$ cat config.mk
export PLATFORM = sky130hd
export DESIGN_NAME = countdown_timer
export DESIGN_NICKNAME = d
export VERILOG_FILES = /design/src/rtl/countdown_timer.sv
export SDC_FILE = /design/constraint.sdc
export NUM_CORES = 1
export LEC_CHECK = 0
export CAP_MARGIN = 20
export CORE_ASPECT_RATIO = 1.2
export CORE_UTILIZATION = 45
export DETAILED_ROUTE_END_ITERATION = 10
export PLACE_DENSITY = 0.77
export SYNTH_ARGS = -nofsm -noshare
export SYNTH_HDL_FRONTEND = slang
export SYNTH_SLANG_ARGS = --single-unit
$ cat constraint.sdc
create_clock -name clk -period 3.9 [get_ports clk]
set_input_delay 0.975 -clock clk [delete_from_list [all_inputs] [get_ports clk]]
set_output_delay 0.975 -clock clk [all_outputs]
set_load 0.02 [all_outputs]
$ cat src/rtl/countdown_timer.sv
// Loadable down-counter with a single-cycle expiry pulse on the terminal 1->0 step.
// Latency: a load shows on data one cycle after the loading edge; expired is high for the cycle after the terminal step.
// Backpressure: none. load and enable are level inputs sampled on every rising edge.
//
// Ports:
//   clk        - clock; all state changes on the rising edge
//   nreset     - asynchronous active-low reset
//   load       - capture load_value into the count (has priority over enable)
//   load_value - start value for the count
//   enable     - decrement the count by one on this edge
//   data       - current count (registered)
//   zero       - data == 0, decoded combinationally from the count register
//   expired    - registered one-cycle pulse when the count reaches zero by decrement
//
// Build option: define COUNTDOWN_TIMER_AUTO_RELOAD_EN to reload the last loaded
// value on the terminal step instead of stopping at zero.
module countdown_timer #(
    parameter int WIDTH = 16
) (
    input  logic             clk,
    input  logic             nreset,
    input  logic             load,
    input  logic [WIDTH-1:0] load_value,
    input  logic             enable,
    output logic [WIDTH-1:0] data,
    output logic             zero,
    output logic             expired
);

    logic [WIDTH-1:0] cnt;
    logic [WIDTH-1:0] terminal_cnt;
    logic             exp_q;

`ifdef COUNTDOWN_TIMER_AUTO_RELOAD_EN
    // The reload register only exists when there is a reload path to feed.
    logic [WIDTH-1:0] rld;

    always_ff @(posedge clk or negedge nreset) begin
        if (!nreset) begin
            rld <= '0;
        end else if (load) begin
            rld <= load_value;
        end
    end

    // Restart from the reload value with no idle cycle in between.
    assign terminal_cnt = rld;
`else
    // One-shot: park at zero until the next load.
    assign terminal_cnt = '0;
`endif

    always_ff @(posedge clk or negedge nreset) begin
        if (!nreset) begin
            cnt   <= '0;
            exp_q <= 1'b0;
        end else if (load) begin
            // A load on the same edge as a terminal step swallows the pulse.
            cnt   <= load_value;
            exp_q <= 1'b0;
        end else if (enable && (cnt > WIDTH'(1))) begin
            cnt   <= cnt - WIDTH'(1);
            exp_q <= 1'b0;
        end else if (enable && (cnt == WIDTH'(1))) begin
            cnt   <= terminal_cnt;
            exp_q <= 1'b1;
        end else begin
            // Disabled, or already at zero: hold. Zero never wraps.
            exp_q <= 1'b0;
        end
    end

    assign data    = cnt;
    assign zero    = (cnt == '0);
    assign expired = exp_q;

endmodule

==> run metrics, run 1 <==
Max-slew headroom 47.7%; DR pass1 iterations 4; count of pins over their slew limit 0; Vias per Instance 6.13; final setup margin 0.636 ns; Initial Util 48.3%; post-synthesis register bit count 17; synthesis-to-layout area growth 32.4%; Post-synth top cells 17 x dfrtp_1, 11 x inv_1, 10 x nor2_1, 10 x o21ai_0; largest net degree at the start of global routing 27; layout cell share with drive strength beyond 1 under 10%; Final Hold Viols 0; Worst Tran Pin Value a little under 0.8 ns; Die Ht 59.6 microns; CP top delay family buffers and inverters; YS warnings 0; clock latency on the worst-skew pair approximately 0.29 ns; Lkg Pwr 0.619 nW; CP Max Fanout 11; fin crit period 3.26 ns; reg-to-reg startpoint data[4]; wire per inst 16.3 microns; RSZ-0062 raised after global routing false; setup slack at placement around 1 ns; hold depth 2; Peak VDD IR 0.248 mV; reg2reg setup slack 1.94 ns; Post-Syn Nets 163; Final Util 64.0%; Detailed Route WL 3.40 mm; pwr dens 327 mW/mm^2; asr flop ratio synth 100%; initial antenna violation count 0; maximum clock frequency 0.306 GHz; die width 50.0 microns; H-tree depth 1; Post-synth top flop dfrtp_1; post-cts resize count 0; CTS root buf clkbuf_4; Tot GR Track Use 23.6%; HP Start data[8]; global-route wire length before repair 5.39 mm; HPWL Detailed about 2.5 mm; drt drc 0; Post-CTS Setup Repair Bufs 0; Worst Path Arrival 2.29 ns; clk sink count 17; CP Depth 5; Buf/Inv on CP 2; Post-Layout Cell Count 208; Tcrit/Tclk final 83.7%; Synth top area share between 30 and 40%; CP cell instances nor4_4, nand4_1, buf_4, nor2_1, clkdlybuf4s50_1; Setup crit start kind register; via count 1276; worst reg2reg path depth 5; status finished, final reports clean; CTS clk-pin slew, worst paths 0.10 ns; Rows 20; Num CTS Buffers 3; NumNets Final 199; top cells by area, synth dfrtp_1 34%, o211ai_1 4.2%, o21ai_0 4.0%, a32oi_1 3.5%, nor4_4 3.4%; ANT nets after route 0; syn avg cell area 8.90 sq um; placed cell area around 0.0016 sq mm; core area 0.00258 sq mm; CTS tree done; Finished Cell Area 0.00165 sq mm; Buffers on Ports 37; CP required between 2 and 3 ns; Worst path max stage delay between 0.6 and 0.7 ns; Placed Cells between 200 and 250; Worst Hold Margin 0.624 ns; final setup vio count 0; HP Class reg2reg; antenna cells 0; CP Class reg2out; Synth area leader dfrtp_1; CP Capture Type output pin; most numerous cell in the Yosys netlist dfrtp_1; GR Overflow Total 0; post-synthesis cell type count 41; total power draw 0.539 mW; # hold bufs at CTS 0; worst hold endpoint data[8]; r2r endpoint data[12]; cell count after synthesis 140; Final Skew 0.00247 ns; register area share after synthesis 34.1%; critical path's slowest cell clkdlybuf4s50_1; drt initial violations 44; Clock Tree Buf Depth 2; number of synthesized flops with an enable pin 0; post-route setup TNS 0 ns; RD Place Congestion 0.827; Post-Syn Area 0.00125 sq mm; die area 0.00298 sq mm; IO Count 38; max_cap viols 0; vias in the first global route 1201
[per-layer routing]
layer  up-vias  track usage (%)  part of all wire, %
met1       598             28.8                   44
li1        609                -                    -
met3         9             1.54                  4.9
met4         0             6.12                  1.9
met5         -                0                    0
met2        60             44.4                   49
[cells in the final DEF, fill, tap and decap left out, types with 3 or more instances in the layout]
cell              n
nor4_1            3
dfrtp_1          17
inv_1            11
o21ai_0          10
nor3_1            3
nor2_1           10
a32oi_1           5
ha_1              3
nand3_1           5
a21oi_1           7
o311ai_0          3
clkdlybuf4s50_1  37
o211ai_1          7
mux2i_1           3
nand2_1           7
clkbuf_4          3
nand2b_1          3
and3_1            5
[logic make-up (layout without fill, tap and decap cells)]
kind of cell / after synthesis / after routing / share of synthesized area [%]
flip-flops: 17 / 17 / 34.1
AO/OA/AOI/OAI: 48 / 48 / 28.8
adder cells (fa/ha/maj): 3 / 3 / 3.01
multiplexers: 3 / 3 / 2.41
buffers and inverters: 19 / 54 / 7.23
AND/OR/NAND/NOR: 50 / 50 / 24.4
[flip-flops by register name, summed over array words and instances (netlist names)]
register  flops
data         16
expired       1
[worst max-delay path by stage]
stage                        from    to  slack [ns]
after floorplan           data[4]  zero        1.41
after global placement    data[4]  zero        1.08
after detailed placement  data[4]  zero        1.00
after CTS                 data[4]  zero        0.67
after global routing      data[4]  zero        0.62
final                     data[4]  zero        0.64
[power by group]
| group | internal (mW) | leakage, nW | switching (mW) |
|---|---|---|---|
| clock network | 0.0398 | 0.0150 | 0.0571 |
| registers | 0.197 | 0.201 | 0.0416 |
| logic | 0.0960 | 0.402 | 0.108 |
[worst register-to-register path, cell delays in order (launching register included)]
cell,delay (ns)
dfrtp_1,0.47
nor4_4,0.44
nand4_1,0.16
buf_4,0.21
o31a_1,0.34
o311ai_1,0.25
[cell type report]
type,instances,area (sq um)
clock buffers,4,26.3
fillers,235,927
inverters,11,41.3
multi-input cells,104,731
flip-flops and latches,17,425
well taps,33,41.3
repair buffers,39,385
(Power assumes the default switching activity.)
==> run 2, diff against run 1 <==
Settings changed: CORE_UTILIZATION 45 to 42, PLACE_DENSITY 0.77 to 0.76.
Clock period 3.9 ns to 2.9 ns, I/O delays scaled along.
==> run 2 against run 1 <==
Effect of this change:
- sequential power is 33% higher
- clock skew is 0.0014 ns lower
- sequential cell count stayed put
- final cell count is 1.9% higher
- critical path type unchanged
- global-route usage is 0.56 points higher
- critical path depth is 1 lower
- sequential share of layout area is 0.37 points lower
==> run metrics, run 2 (same netlist as run 1, synthesis figures left out) <==
status finished, final reports clean; CP Depth 4; fin crit period 2.86 ns; pwr dens 440 mW/mm^2; setup slack at placement 0.394 ns; DR pass1 iterations 4; Post-CTS Setup Repair Bufs 0; reg2reg setup slack 0.89 ns; final setup margin 0.0443 ns; Setup crit start kind register; RD Place Congestion 0.889; antenna cells 0; drt drc 0; HPWL Detailed ~2.6 mm; RSZ-0062 raised after global routing false; Initial Util 44.3%; Final Hold Viols 0; worst reg2reg path depth 5; GR Overflow Total 0; CTS tree done; most frequent cells in the layout 37 x clkdlybuf4s50_1, 17 x dfrtp_1, 11 x inv_1, 10 x nor2_1, 10 x o21ai_0; Worst Hold Margin 0.616 ns; die width 51.7 microns; CTS root buf clkbuf_4; Clock Tree Buf Depth 2; Rows 21; synthesis-to-layout area growth 34.3%; Detailed Route WL 3.53 mm; CP required 2.17 ns; wire per inst 16.6 microns; CP Class reg2out; Worst Path Arrival roughly 2.1 ns; CP Max Fanout 8; CP Launch Point data[6]; Buffers on Ports 37; Peak VDD IR 0.272 mV; max reg flops 16; Max-slew headroom 46.3%; NumNets Final slightly above 200; maximum clock frequency 0.350 GHz; ANT nets after route 0; reg-to-reg startpoint data[6]; Worst Tran Pin Value roughly 0.80 ns; CTS clk-pin slew, worst paths 0.10 ns; Die Ht 61.7 microns; CP Capture Point zero; initial antenna violation count 0; global-route wire length before repair between 5 and 6 mm; drt initial violations 44; CP top delay family simple AND/OR/NAND/NOR gates; Lkg Pwr about 0.63 nW; HP Class reg2reg; Vias per Instance 6.17; # hold bufs at CTS 0; H-tree depth 1; via count about 1300; post-route setup TNS 0 ns; IO Count 38; placed cell area 0.00165 sq mm; count of pins over their slew limit 0; r2r endpoint data[10]; CP Capture Type output pin; clock latency on the worst-skew pair roughly 0.3 ns; Finished Cell Area 0.00167 sq mm; layout cell share with drive strength beyond 1 10.7%; vias in the first global route 1244; largest net degree at the start of global routing 18; Buf/Inv on CP 1; die area 0.00319 sq mm; Final Util 59.5%; max_cap viols 0; critical path's slowest cell clkdlybuf4s50_1; Final Skew 0.00107 ns; post-cts resize count 0; Tcrit/Tclk final 98.5%; Num CTS Buffers 3; Tot GR Track Use 24.2%; Worst path max stage delay ~0.6 ns; commonest non-fill, non-tap cell in the layout clkdlybuf4s50_1; CP cell instances nor3_1, nand4_1, nor2_1, clkdlybuf4s50_1; core area 0.00281 sq mm; clk sink count 17; final setup vio count 0
run 2: final cells by class:
| class | instances | area (sq um) |
|---|---|---|
| Timing Repair Buffer | 42 | 408 |
| Sequential cell | 17 | 425 |
| Multi-Input combinational cell | 104 | 731 |
| Inverter | 11 | 41.3 |
| Tap cell | 34 | 42.5 |
| Clock buffer | 4 | 26.3 |
| Fill cell | 260 | 1140 |
run 2: report_power, final:
part           switching [mW]  leakage, nW  internal (mW)
logic                   0.151        0.417          0.134
registers              0.0537        0.201          0.265
clock network          0.0787       0.0150         0.0537
run 2: how the worst min path moves through the flow:
stage,from,slack (ns),to,cells past startpoint
2_1_floorplan,nreset,0.43,data[0],0
3_3_place_gp,data[8],0.58,data[8],2
3_5_place_dp,data[8],0.59,data[8],2
4_1_cts,data[8],0.62,data[8],2
5_1_grt,data[8],0.66,data[8],2
6_report,data[8],0.62,data[8],2
run 2: worst reg2reg max path, stage by stage, from the launching register on:
cell and delay (ns):
dfrtp_1 0.47, nor3_1 0.41, nand4_1 0.21, buf_4 0.23, o31a_1 0.34, o311ai_1 0.26
run 2: metrics by stage:
step	cells	total power [mW]
after floorplan	140	0.474
after global placement	208	0.598
after detailed placement	208	0.605
after CTS	212	0.737
after global routing	212	0.776
final	212	0.736
run 2: layer usage:
layer,up-vias,global-route usage [%],wire [microns]
li1,616,-,-
met1,616,29.9,1490
met2,70,40.6,1670
met3,7,3.70,303
met4,0,12.7,64
met5,-,0,0
